File: src/rtl/effect_frame_sequencer_if.sv
// effect_frame_sequencer_if: frame-start handshake, frame RAM port and
// single-sample effect handshake seen by the frame sequencer.
// Ports (slave = sequencer side):
//   frame_start/gain_sel/bypass in, busy/frame_done/err out
//   rd_en/rd_addr out, rd_data in; wr_en/wr_addr/wr_data out
//   eff_start/eff_gain/eff_in out, eff_done/eff_out in
interface effect_frame_sequencer_if #(
    parameter int ADDR_W = 10
);
    logic               frame_start;
    logic               gain_sel;
    logic               bypass;
    logic               busy;
    logic               frame_done;
    logic               err;
    logic               rd_en;
    logic [ADDR_W-1:0]  rd_addr;
    logic signed [15:0] rd_data;
    logic               wr_en;
    logic [ADDR_W-1:0]  wr_addr;
    logic signed [15:0] wr_data;
    logic               eff_start;
    logic               eff_gain;
    logic signed [15:0] eff_in;
    logic               eff_done;
    logic signed [15:0] eff_out;

    modport slave (
        input  frame_start, gain_sel, bypass,
        input  rd_data, eff_done, eff_out,
        output busy, frame_done, err,
        output rd_en, rd_addr, wr_en, wr_addr, wr_data,
        output eff_start, eff_gain, eff_in
    );

    modport master (
        output frame_start, gain_sel, bypass,
        output rd_data, eff_done, eff_out,
        input  busy, frame_done, err,
        input  rd_en, rd_addr, wr_en, wr_addr, wr_data,
        input  eff_start, eff_gain, eff_in
    );
endinterface

File: src/rtl/effect_frame_sequencer.sv
// effect_frame_sequencer: streams one frame from RAM through a
// single-sample effect (START/DONE) and writes results back in place.
// Ports: clk, reset (sync, active-high), bus (effect_frame_sequencer_if.slave).
// Optional macro SEQ_TIMEOUT_EN: PROC watchdog of TIMEOUT cycles that
// writes the unprocessed sample and sets the sticky err flag.
module effect_frame_sequencer #(
    parameter int FRAME_LEN = 1000,
`ifdef SEQ_TIMEOUT_EN
    parameter int TIMEOUT   = 15,
`endif
    parameter int ADDR_W    = 10
) (
    input logic clk,
    input logic reset,
    effect_frame_sequencer_if.slave bus
);

    typedef enum logic [2:0] {
        S_IDLE, S_RD, S_LAT, S_PROC, S_WR, S_FIN
    } state_t;

    localparam logic [ADDR_W-1:0] LAST_IDX = ADDR_W'(FRAME_LEN - 1);

    state_t             state_q, state_d;
    logic [ADDR_W-1:0]  idx_q, idx_d;
    logic               gain_q, gain_d;
    logic               byp_q, byp_d;
    logic signed [15:0] sample_q, sample_d;
    logic               busy_q, busy_d;
    logic               done_q, done_d;
    logic               rd_en_q, rd_en_d;
    logic [ADDR_W-1:0]  rd_addr_q, rd_addr_d;
    logic               wr_en_q, wr_en_d;
    logic [ADDR_W-1:0]  wr_addr_q, wr_addr_d;
    logic signed [15:0] wr_data_q, wr_data_d;
    logic               eff_start_q, eff_start_d;

`ifdef SEQ_TIMEOUT_EN
    localparam int TMO_W = $clog2(TIMEOUT + 1);
    localparam logic [TMO_W-1:0] TMO_LAST = TMO_W'(TIMEOUT - 1);

    logic [TMO_W-1:0]   tmo_q, tmo_d;
    logic               err_q, err_d;
`endif

    // Outputs are registered: each *_d describes the cycle being entered.
    always_comb begin
        state_d     = state_q;
        idx_d       = idx_q;
        gain_d      = gain_q;
        byp_d       = byp_q;
        sample_d    = sample_q;
        rd_en_d     = 1'b0;
        rd_addr_d   = rd_addr_q;
        wr_en_d     = 1'b0;
        wr_addr_d   = wr_addr_q;
        wr_data_d   = wr_data_q;
        eff_start_d = 1'b0;
        done_d      = 1'b0;
`ifdef SEQ_TIMEOUT_EN
        tmo_d       = tmo_q;
        err_d       = err_q;
`endif

        unique case (state_q)
            S_IDLE: begin
                if (bus.frame_start) begin
                    gain_d    = bus.gain_sel;
                    byp_d     = bus.bypass;
                    idx_d     = '0;
                    rd_en_d   = 1'b1;
                    rd_addr_d = '0;
                    state_d   = S_RD;
`ifdef SEQ_TIMEOUT_EN
                    err_d     = 1'b0;
`endif
                end
            end
            S_RD: begin
                state_d = S_LAT;
            end
            S_LAT: begin
                sample_d = bus.rd_data;
                if (byp_q) begin
                    wr_en_d   = 1'b1;
                    wr_addr_d = idx_q;
                    wr_data_d = bus.rd_data;
                    state_d   = S_WR;
                end else begin
                    eff_start_d = 1'b1;
                    state_d     = S_PROC;
`ifdef SEQ_TIMEOUT_EN
                    tmo_d       = '0;
`endif
                end
            end
            S_PROC: begin
                // DONE checked first so it wins over a same-cycle timeout.
                if (bus.eff_done) begin
                    wr_en_d   = 1'b1;
                    wr_addr_d = idx_q;
                    wr_data_d = bus.eff_out;
                    state_d   = S_WR;
                end
`ifdef SEQ_TIMEOUT_EN
                else if (tmo_q == TMO_LAST) begin
                    wr_en_d   = 1'b1;
                    wr_addr_d = idx_q;
                    wr_data_d = sample_q;
                    err_d     = 1'b1;
                    state_d   = S_WR;
                end
`endif
                else begin
                    eff_start_d = 1'b1;
`ifdef SEQ_TIMEOUT_EN
                    tmo_d       = tmo_q + 1'b1;
`endif
                end
            end
            S_WR: begin
                if (idx_q == LAST_IDX) begin
                    done_d  = 1'b1;
                    state_d = S_FIN;
                end else begin
                    idx_d     = idx_q + 1'b1;
                    rd_en_d   = 1'b1;
                    rd_addr_d = idx_q + 1'b1;
                    state_d   = S_RD;
                end
            end
            S_FIN: begin
                state_d = S_IDLE;
            end
            default: begin
                state_d = S_IDLE;
            end
        endcase

        busy_d = (state_d != S_IDLE);
    end

    always_ff @(posedge clk) begin
        if (reset) begin
            state_q     <= S_IDLE;
            idx_q       <= '0;
            gain_q      <= 1'b0;
            byp_q       <= 1'b0;
            sample_q    <= '0;
            busy_q      <= 1'b0;
            done_q      <= 1'b0;
            rd_en_q     <= 1'b0;
            rd_addr_q   <= '0;
            wr_en_q     <= 1'b0;
            wr_addr_q   <= '0;
            wr_data_q   <= '0;
            eff_start_q <= 1'b0;
`ifdef SEQ_TIMEOUT_EN
            tmo_q       <= '0;
            err_q       <= 1'b0;
`endif
        end else begin
            state_q     <= state_d;
            idx_q       <= idx_d;
            gain_q      <= gain_d;
            byp_q       <= byp_d;
            sample_q    <= sample_d;
            busy_q      <= busy_d;
            done_q      <= done_d;
            rd_en_q     <= rd_en_d;
            rd_addr_q   <= rd_addr_d;
            wr_en_q     <= wr_en_d;
            wr_addr_q   <= wr_addr_d;
            wr_data_q   <= wr_data_d;
            eff_start_q <= eff_start_d;
`ifdef SEQ_TIMEOUT_EN
            tmo_q       <= tmo_d;
            err_q       <= err_d;
`endif
        end
    end

    assign bus.busy       = busy_q;
    assign bus.frame_done = done_q;
    assign bus.rd_en      = rd_en_q;
    assign bus.rd_addr    = rd_addr_q;
    assign bus.wr_en      = wr_en_q;
    assign bus.wr_addr    = wr_addr_q;
    assign bus.wr_data    = wr_data_q;
    assign bus.eff_start  = eff_start_q;
    assign bus.eff_gain   = gain_q;
    assign bus.eff_in     = sample_q;
`ifdef SEQ_TIMEOUT_EN
    assign bus.err        = err_q;
`else
    assign bus.err        = 1'b0;
`endif

endmodule

File: src/flat_wrapper.sv
// flat-port wrapper written by rule: the top's interface ports become plain ports
module effect_frame_sequencer_flat 
#(
    parameter int FRAME_LEN = 1000,

    parameter int ADDR_W    = 10
)
  (clk, reset, bus_frame_start, bus_gain_sel, bus_bypass, bus_rd_data, bus_eff_done, bus_eff_out, bus_busy, bus_frame_done, bus_err, bus_rd_en, bus_rd_addr, bus_wr_en, bus_wr_addr, bus_wr_data, bus_eff_start, bus_eff_gain, bus_eff_in);
  effect_frame_sequencer_if #(.ADDR_W(ADDR_W)) bus_i ();
  input logic clk;
  input logic reset;
  input wire logic [$bits(bus_i.frame_start)-1:0] bus_frame_start;
  input wire logic [$bits(bus_i.gain_sel)-1:0] bus_gain_sel;
  input wire logic [$bits(bus_i.bypass)-1:0] bus_bypass;
  input wire logic [$bits(bus_i.rd_data)-1:0] bus_rd_data;
  input wire logic [$bits(bus_i.eff_done)-1:0] bus_eff_done;
  input wire logic [$bits(bus_i.eff_out)-1:0] bus_eff_out;
  output wire logic [$bits(bus_i.busy)-1:0] bus_busy;
  output wire logic [$bits(bus_i.frame_done)-1:0] bus_frame_done;
  output wire logic [$bits(bus_i.err)-1:0] bus_err;
  output wire logic [$bits(bus_i.rd_en)-1:0] bus_rd_en;
  output wire logic [$bits(bus_i.rd_addr)-1:0] bus_rd_addr;
  output wire logic [$bits(bus_i.wr_en)-1:0] bus_wr_en;
  output wire logic [$bits(bus_i.wr_addr)-1:0] bus_wr_addr;
  output wire logic [$bits(bus_i.wr_data)-1:0] bus_wr_data;
  output wire logic [$bits(bus_i.eff_start)-1:0] bus_eff_start;
  output wire logic [$bits(bus_i.eff_gain)-1:0] bus_eff_gain;
  output wire logic [$bits(bus_i.eff_in)-1:0] bus_eff_in;
  assign bus_i.frame_start = bus_frame_start;
  assign bus_i.gain_sel = bus_gain_sel;
  assign bus_i.bypass = bus_bypass;
  assign bus_i.rd_data = bus_rd_data;
  assign bus_i.eff_done = bus_eff_done;
  assign bus_i.eff_out = bus_eff_out;
  assign bus_busy = bus_i.busy;
  assign bus_frame_done = bus_i.frame_done;
  assign bus_err = bus_i.err;
  assign bus_rd_en = bus_i.rd_en;
  assign bus_rd_addr = bus_i.rd_addr;
  assign bus_wr_en = bus_i.wr_en;
  assign bus_wr_addr = bus_i.wr_addr;
  assign bus_wr_data = bus_i.wr_data;
  assign bus_eff_start = bus_i.eff_start;
  assign bus_eff_gain = bus_i.eff_gain;
  assign bus_eff_in = bus_i.eff_in;
  effect_frame_sequencer #(.FRAME_LEN(FRAME_LEN), .ADDR_W(ADDR_W)) u_core (.clk(clk), .reset(reset), .bus(bus_i));
endmodule
File: config.mk
export PLATFORM = sky130hd
export DESIGN_NAME = effect_frame_sequencer_flat
export DESIGN_NICKNAME = d
export VERILOG_FILES = /design/src/rtl/effect_frame_sequencer_if.sv /design/src/rtl/effect_frame_sequencer.sv /design/src/flat_wrapper.sv
export SDC_FILE = /design/constraint.sdc
export NUM_CORES = 1
export LEC_CHECK = 0
export BUFFER_PORTS_ARGS = -buffer_cell sky130_fd_sc_hd__buf_2
export CAP_MARGIN = 0
export CORE_ASPECT_RATIO = 1.25
export CORE_MARGIN = 2
export CORE_UTILIZATION = 30
export CTS_BUF_LIST = sky130_fd_sc_hd__clkbuf_8
export DETAILED_ROUTE_END_ITERATION = 7
export PLACE_DENSITY = 0.63
export SETUP_SLACK_MARGIN = 0.3
export SYNTH_ARGS = -nofsm -noshare
export SYNTH_HDL_FRONTEND = slang
export SYNTH_SLANG_ARGS = --single-unit
File: constraint.sdc
create_clock -name clk -period 1.6 [get_ports clk]
set_input_delay 0.4 -clock clk [delete_from_list [all_inputs] [get_ports clk]]
set_output_delay 0.4 -clock clk [all_outputs]
set_load 0.01 [all_outputs]
======== Word level (Yosys, flattened, before mapping) ========
Cells that the tools add are included.
storage, ports and cells
  register bits after elaboration ......... 62
  bits of input ports ..................... 38
  output and inout port bits .............. 59
  logic and storage cells ................. 55
cells by class
  add/sub/neg operators ................... 1
  equal/unequal tests ..................... 9
  muxes and demuxes ....................... 24
  bitwise gates (word level) .............. 1
  reductions and logical operators ........ 8
operators by type and width
  cell                                                    count
  2-to-1 mux 10 bit                                       4
  case mux 10 bit (2 select lines)                        2
  2-to-1 mux 16 bit                                       2
  case mux 16 bit (2 select lines)                        1
  case mux 3 bit (5 select lines)                         1
  2-to-1 mux 3 bit                                        4
  adder 10 x 1 -> 10 bit (second input constant)          1
  == test 10 bit (second input constant)                  1
  2-to-1 mux 1 bit                                        7
  == test 3 x 2 -> 1 bit (second input constant)          2
  inequality test 2 bit (second input constant)           3
  case mux 1 bit (2 select lines)                         3
  AND reduction 3 bit                                     2
  nonzero test 2 bit                                      2
  == test 3 x 1 -> 1 bit (second input constant)          1
  == test 3 bit (second input constant)                   1
  zero test 3 bit                                         1
  nonzero test 3 bit                                      1
  inequality test 2 x 1 -> 1 bit (second input constant)  1
  AND reduction 2 bit                                     1
  OR reduction 2 bit                                      1
  inverter 1 bit                                          1

======== Longest topological paths before layout ========
Gate-level depths: netlist (run 1).
  word-level depth ........................ 4
  depth in mapped cells ................... 7
  depth with buffers taken out ............ 5

======== Worst setup path before layout (run 1) ========
OpenSTA, ideal clock, no wires.
  path type ............................... register to register
  start point ............................. reg, netlist name u_core.bus.rd_addr[0]
  end point ............................... reg u_core.rd_addr_q[3] (netlist: u_core.bus.rd_addr[3])
  setup time .............................. 0.059 ns
  arrival ................................. 1.581 ns
  path slack .............................. -0.040 ns
  stages on the path, launching flop included .. 5
  path buffers ............................ 0
  period minus slack after synthesis ...... 1.640 ns
  cells stage by stage .................... dfxtp_1 > nand3_1 > or4_4 > or4_1 > nand2_1
RTL lines
  element               RTL line                       RTL
  end signal, assigned  effect_frame_sequencer.sv:171  rd_addr_q <= rd_addr_d;
  end, declared         effect_frame_sequencer.sv:32   logic [ADDR_W-1:0] rd_addr_q, rd_addr_d;

======== Worst setup path after layout (run 1) ========
  start point ............................. reg u_core.state_q[0]
  end point ............................... reg u_core.rd_addr_q[3] (netlist: u_core.bus.rd_addr[3])
between the ends
  longest elaborated chain between the ends .. 3
  elaborated cells on any way between the ends .. 7
RTL lines
  element                                                                              RTL line                       RTL
  start, declared                                                                      effect_frame_sequencer.sv:24   state_t state_q, state_d;
  start signal, assigned                                                               effect_frame_sequencer.sv:163  state_q <= state_d;
  == test 3 bit / zero test 3 bit (equally long branches)                              effect_frame_sequencer.sv:65   unique case (state_q)
  inequality test 2 bit (no source line) / nonzero test 2 bit (equally long branches)  --
  AND reduction 3 bit (no source line)                                                 --
Several ways; a longest one is shown, not always the timed one.
A chain may end at the register's enable or synchronous reset.

==> metrics.cfg, run 1 <==
[cts]
clock_path_buffers = 2
clockRootBuffer = clkbuf_8
tritoncts = done
hold_buffers = 0
clock_latency_ns = 0.34
cts.clk_slew.worst_paths_ns = 0.07
numCtsBuffers = 9
cts.sinks = 62
htreeDepth = 3

[global_routing]
grt_pass1_wl_um = 11900
overflow = 0
track_usage = 0.169
antenna_found_initial = 0
grt_max_degree = 61
grt_pass1_vias = 2427

[synthesis]
synth_edf_count = 0
synth-async-reset-ratio = 0
synth_xor_xnor_area_share = 0.00695
synth_area_leaders = dfxtp_1 (49%), nand2_1 (9.1%), mux2i_1 (8.3%)
ys_warn_count = 0
synth.area.mux_share = 0.0835
synth_fa_ha_area_frac = 0.00497
synth_top_area_share = 0.493
netlist_instances = 289
synth_compound_area_frac = 0.140
synth_top_family_by_area = simple AND/OR/NAND/NOR gates
synth_commonest_cells = dfxtp_1 (62), nand2_1 (61), nor2_1 (30), a21oi_1 (29), mux2i_1 (21)
seq_area_frac_synth = 0.493
yosysUniqueCellTypes = 40
yosysMostFrequentCell = dfxtp_1
synth-simple-area-share = 0.226
syn-cell-area_um2 = 2520
synthFlopType = dfxtp_1
syn_nets = 328
syn_area_per_cell_um2 = 8.72
netlist.top_cell.by_area = dfxtp_1
synth_seq_cells = 62

[timing]
setup_ws_ns = 0.0976
post-route-min-period_ns = 1.50
slew_violations = 0
hold_viol_final = 0
rsz0062_at_grt = true
fin_crit_sh = 0.939
fin_skew_ns = 0.00690
setup_viol = 0
fmax_mhz = 666

[critical_path]
worst_setup_path_end_kind = flip-flop
regToRegEndpoint = u_core.bus.rd_addr[3]
rr_worst_depth = 3
critPathKind = flip-flop to flip-flop
ff2ff_setup_slack_ns = 0.1
max_stage_delay_ns = 0.54
start_kind = flip-flop
cp.arrival_ns = 1.78
worstPathMaxFanout = 4
required_ns = 1.88
r2r_start = u_core.state_q[0]
path_cells = or4_4, or4_1, nand2_1
crit_path_top_delay_cell = or4_4

[floorplan]
ios = 97
die_w_um = 86.0
die_y_um = 106
core_region_area_um2 = 8190
fp.dieArea_um2 = 9150
rows = 37
initial_core_util = 0.307

[cells_and_area]
regArea_um2 = 1280
layout.nets = 456
drive_above_1_share = 0.582
multi_input_area_um2 = 1620
nFillCells = 754
diodes = 0
synthToLayoutAreaGrowth_pct = 68.0

[routing]
top_layer = met4
wl_per_cell_um = 16.0
drt_first_pass_iters = 4
vias_per_cell = 5.05
met1Wirelength_um = 3440
met3_length_um = 331
wl_met2_um = 4320
vias = 2617
drtIter0Drc = 110
route.detailed.drc = 0
wirelength_um = 8290
ant_nets = 0

[place]
io_buffer_count = 95
dp.final_hpwl_um = 4830
gp_congestion = 0.847
place_ws_ns = -0.00120

[pwr]
p_total_mw = 3.53
p_leak_nw = 1.82
ir_drop_mv = 0.457
p_per_area_nw_per_um2 = 834

[hold_path]
holdPathEnd = u_core.bus.eff_gain
hold_start = bus_gain_sel
min_path_type = input pin to flip-flop
hold-path-cell-count = 3

[outcome]
status = completed

[job]
max_cap_violations = 0

cells in the final DEF, fill, tap and decap left out, types with 2 or more instances in the layout:
master	count
nor3_1	2
dfxtp_4	10
a21oi_2	18
mux2i_2	8
o31ai_1	2
nor4bb_4	2
buf_12	5
a211oi_2	14
nand2_1	44
dfxtp_2	3
buf_2	88
buf_6	20
dfxtp_1	49
nand3_1	4
clkbuf_8	11
nor2_1	29
or3_1	4
a211oi_1	2
buf_8	3
buf_16	2
buf_4	19
nand2b_4	2
nor4b_4	2
xnor2_1	2
nor2b_4	2
mux2i_1	11
o211ai_1	2
inv_1	5
nand2_2	5
a21oi_1	11
mux2i_4	2
nand2_4	12
and4_4	2
how the worst max path moves through the flow:
stage	startpoint	endpoint	slack, ns
final	u_core.state_q[0]	u_core.bus.rd_addr[3]	0.1
after global routing	u_core.state_q[0]	u_core.bus.rd_addr[2]	0.04
after CTS	u_core.state_q[0]	u_core.bus.rd_addr[3]	0.08
after detailed placement	bus_frame_start	u_core.bus.rd_addr[7]	-0.001
after global placement	bus_frame_start	u_core.bus.rd_addr[3]	0.01
after floorplan	u_core.state_q[0]	u_core.bus.rd_addr[3]	0.05
per-layer routing:
metal  track usage  up-vias
met5             0        -
met4        0.0862        0
met3        0.0419       18
met2         0.279       63
met1         0.200     1283
li1              -     1253
flip-flops by register name (all words and copies together), names as in the netlist:
signal / flops
u_core.bus.eff_start: 1
u_core.bus.wr_data: 16
u_core.bus.frame_done: 1
u_core.bus.wr_addr: 10
u_core.state_q: 3
u_core.bus.rd_en: 1
u_core.bus.eff_in: 16
u_core.bus.busy: 1
u_core.byp_q: 1
u_core.bus.rd_addr: 10
u_core.bus.eff_gain: 1
u_core.bus.wr_en: 1
what timing repair did:
action / 4_1_cts / 5_1_grt
setup buffers: 12 / 4
resized for setup: 59 / 89
gates cloned: 4 / 2
pin swaps: 7 / 42
setup endpoints to repair: 64 / 67
worst max-delay path, delay by kind of cell, from the launching register on:
family,cells,cell delay (ns)
and+or+nand+nor,3,1.09
DFF,1,0.36
logic make-up (layout without fill, tap and decap cells):
logic type	after synthesis	in the layout
AND/OR/NAND/NOR	123	123
adder cells (fa/ha/maj)	1	1
flip-flops	62	62
XOR/XNOR	2	2
multiplexers	21	21
AO/OA/AOI/OAI	56	56
other	1	1
buffers and inverters	23	155
area by class of cell:
class                   instances  area share
clock buffers                  11      0.0358
clock inverters                 4     0.00385
inverters                       2     0.00177
multi-input cells             204       0.382
flip-flops and latches         62       0.303
well taps                      97      0.0287
repair buffers                138       0.244
stage by stage:
stage	hold slack [ns]	setup TNS [ns]	instance area [um^2]	std cells	utilization
after CTS	0.280	0	3820	512	0.466
final	0.290	0	4230	518	0.516
after floorplan	0.481	0	2580	289	-
after global routing	0.297	0	4230	518	0.516
after detailed placement	0.444	-0.00120	3250	481	0.397
after global placement	0.440	0	3250	481	0.397
power breakdown:
group,switching (mW),total (mW),internal (mW)
Combinational,0.361,0.694,0.333
Clock,0.584,1.20,0.619
Sequential,0.0385,1.63,1.59
No activity file was read; power rests on OpenSTA's default activity.
==> run 2: changes to the inputs <==
Settings changed: BUFFER_PORTS_ARGS -buffer_cell sky130_fd_sc_hd__buf_2 to -buffer_cell sky130_fd_sc_hd__buf_4, TNS_END_PERCENT set to 100.
==> metrics.cfg, run 2 (synthesis gave the netlist of run 1 again) <==
[outcome]
status = completed

[cts]
htreeDepth = 3
clockRootBuffer = clkbuf_8
clock_latency_ns = 0.34
clock_path_buffers = 2
hold_buffers = 0
tritoncts = done
cts.sinks = 62
numCtsBuffers = 9
cts.clk_slew.worst_paths_ns = 0.07

[routing]
vias_per_cell = 5.00
vias = 2710
route.detailed.drc = 0
ant_nets = 0
drtIter0Drc = 125
wirelength_um = 8920
wl_per_cell_um = 16.5
drt_first_pass_iters = 4

[hold_path]
min_path_type = input pin to flip-flop
hold_start = bus_bypass
holdPathEnd = u_core.byp_q
hold-path-cell-count = 3

[global_routing]
grt_max_degree = 33
grt_pass1_vias = 2380
overflow = 0
antenna_found_initial = 0
grt_pass1_wl_um = 12100
track_usage = 0.173

[cells_and_area]
diodes = 0
synthToLayoutAreaGrowth_pct = 87.8
layout_commonest_cell = buf_4
drive_above_1_share = 0.607
layout.nets = 479
final_cell_mix = buf_4 (116), dfxtp_1 (49), nand2_1 (43)

[timing]
setup_ws_ns = 0.0485
fin_crit_sh = 0.970
setup_viol = 0
fmax_mhz = 645
tns_ns = 0
hold_viol_final = 0
fin_skew_ns = 0.00820
rsz0062_at_grt = true
slew_violations = 0
post-route-min-period_ns = 1.55

[critical_path]
worst_setup_path_end_kind = flip-flop
r2r_start = u_core.state_q[1]
worstPathMaxFanout = 4
path_cells = buf_6, or4_4, or4_1, nand2_1
crit_path_top_delay_cell = or4_4
rr_worst_depth = 4
cp.arrival_ns = 1.83
critical-path-top-delay-family = simple AND/OR/NAND/NOR gates
start_kind = flip-flop
path_buf_inv = 1
critPathKind = flip-flop to flip-flop
regToRegEndpoint = u_core.bus.rd_addr[3]
ff2ff_setup_slack_ns = 0.05
max_stage_delay_ns = 0.52
required_ns = 1.88

[floorplan]
ios = 97
core_region_area_um2 = 8190
initial_core_util = 0.307
rows = 37
die_y_um = 106
die_w_um = 86.0
fp.dieArea_um2 = 9150

[place]
dp.final_hpwl_um = 5210
place_ws_ns = -0.129
gp_congestion = 0.850
io_buffer_count = 95

[pwr]
p_per_area_nw_per_um2 = 830
ir_drop_mv = 0.468
p_leak_nw = 1.94

[job]
max_cap_violations = 0

==> run 2: final cells by class <==
| class | count | area (um^2) |
|---|---|---|
| Clock buffer | 10 | 138 |
| Inverter | 2 | 7.51 |
| Tap cell | 97 | 121 |
| Fill cell | 694 | 3460 |
| Timing Repair Buffer | 161 | 1520 |
| Clock inverter | 6 | 83.8 |
| Multi-Input combinational cell | 204 | 1590 |
| Sequential cell | 62 | 1270 |
==> run 2: through the flow <==
step	power [mW]	std cells	hold WS [ns]	cell area (um^2)	utilization
floorplan	1.93	289	0.481	2580	-
global placement	2.18	488	0.443	3540	0.432
detailed placement	2.18	488	0.449	3540	0.432
CTS	3.80	526	0.283	4180	0.510
global route	4.08	542	0.284	4730	0.577
finish	3.92	542	0.294	4730	0.577
==> run 2: routing by layer <==
metal | track usage | vias up | wire [um]
met5 | 0 | - | 0
met1 | 0.210 | 1320 | 3610
met4 | 0.0737 | 0 | 134
met2 | 0.289 | 83 | 4760
met3 | 0.0404 | 9 | 415
li1 | - | 1298 | -
==> run 2: tightest hold or removal path, stage by stage <==
cell	delay [ns]
buf_4	0.08
mux2i_1	0.05
nor2_1	0.07
==> run 2: worst max path at each step <==
stage                                startpoint                     to  slack (ns)  cells past startpoint
final                         u_core.state_q[1]  u_core.bus.rd_addr[3]        0.05                      4
after CTS                 u_core.bus.rd_addr[0]  u_core.bus.rd_addr[3]       0.006                      4
after detailed placement      u_core.state_q[2]   u_core.bus.eff_in[8]       -0.13                      4
after global routing      u_core.bus.rd_addr[0]  u_core.bus.rd_addr[3]       0.002                      4
after global placement        u_core.state_q[2]   u_core.bus.eff_in[4]       -0.06                      4
after floorplan               u_core.state_q[0]  u_core.bus.rd_addr[3]        0.05                      4
==> run 2: timing repair <==
item | in CTS | in global routing
buffers inserted | 17 | 13
setup endpoints to repair | 66 | 68
pin swaps | 15 | 42
gates cloned | 5 | 3
resized for setup | 49 | 94
==> run 2: power by group <==
group	switching [mW]	internal (mW)	leakage [nW]
sequential	0.0411	1.60	0.510
clock	0.628	0.914	0.113
combinational	0.341	0.401	1.32
total	1.01	2.91	1.94
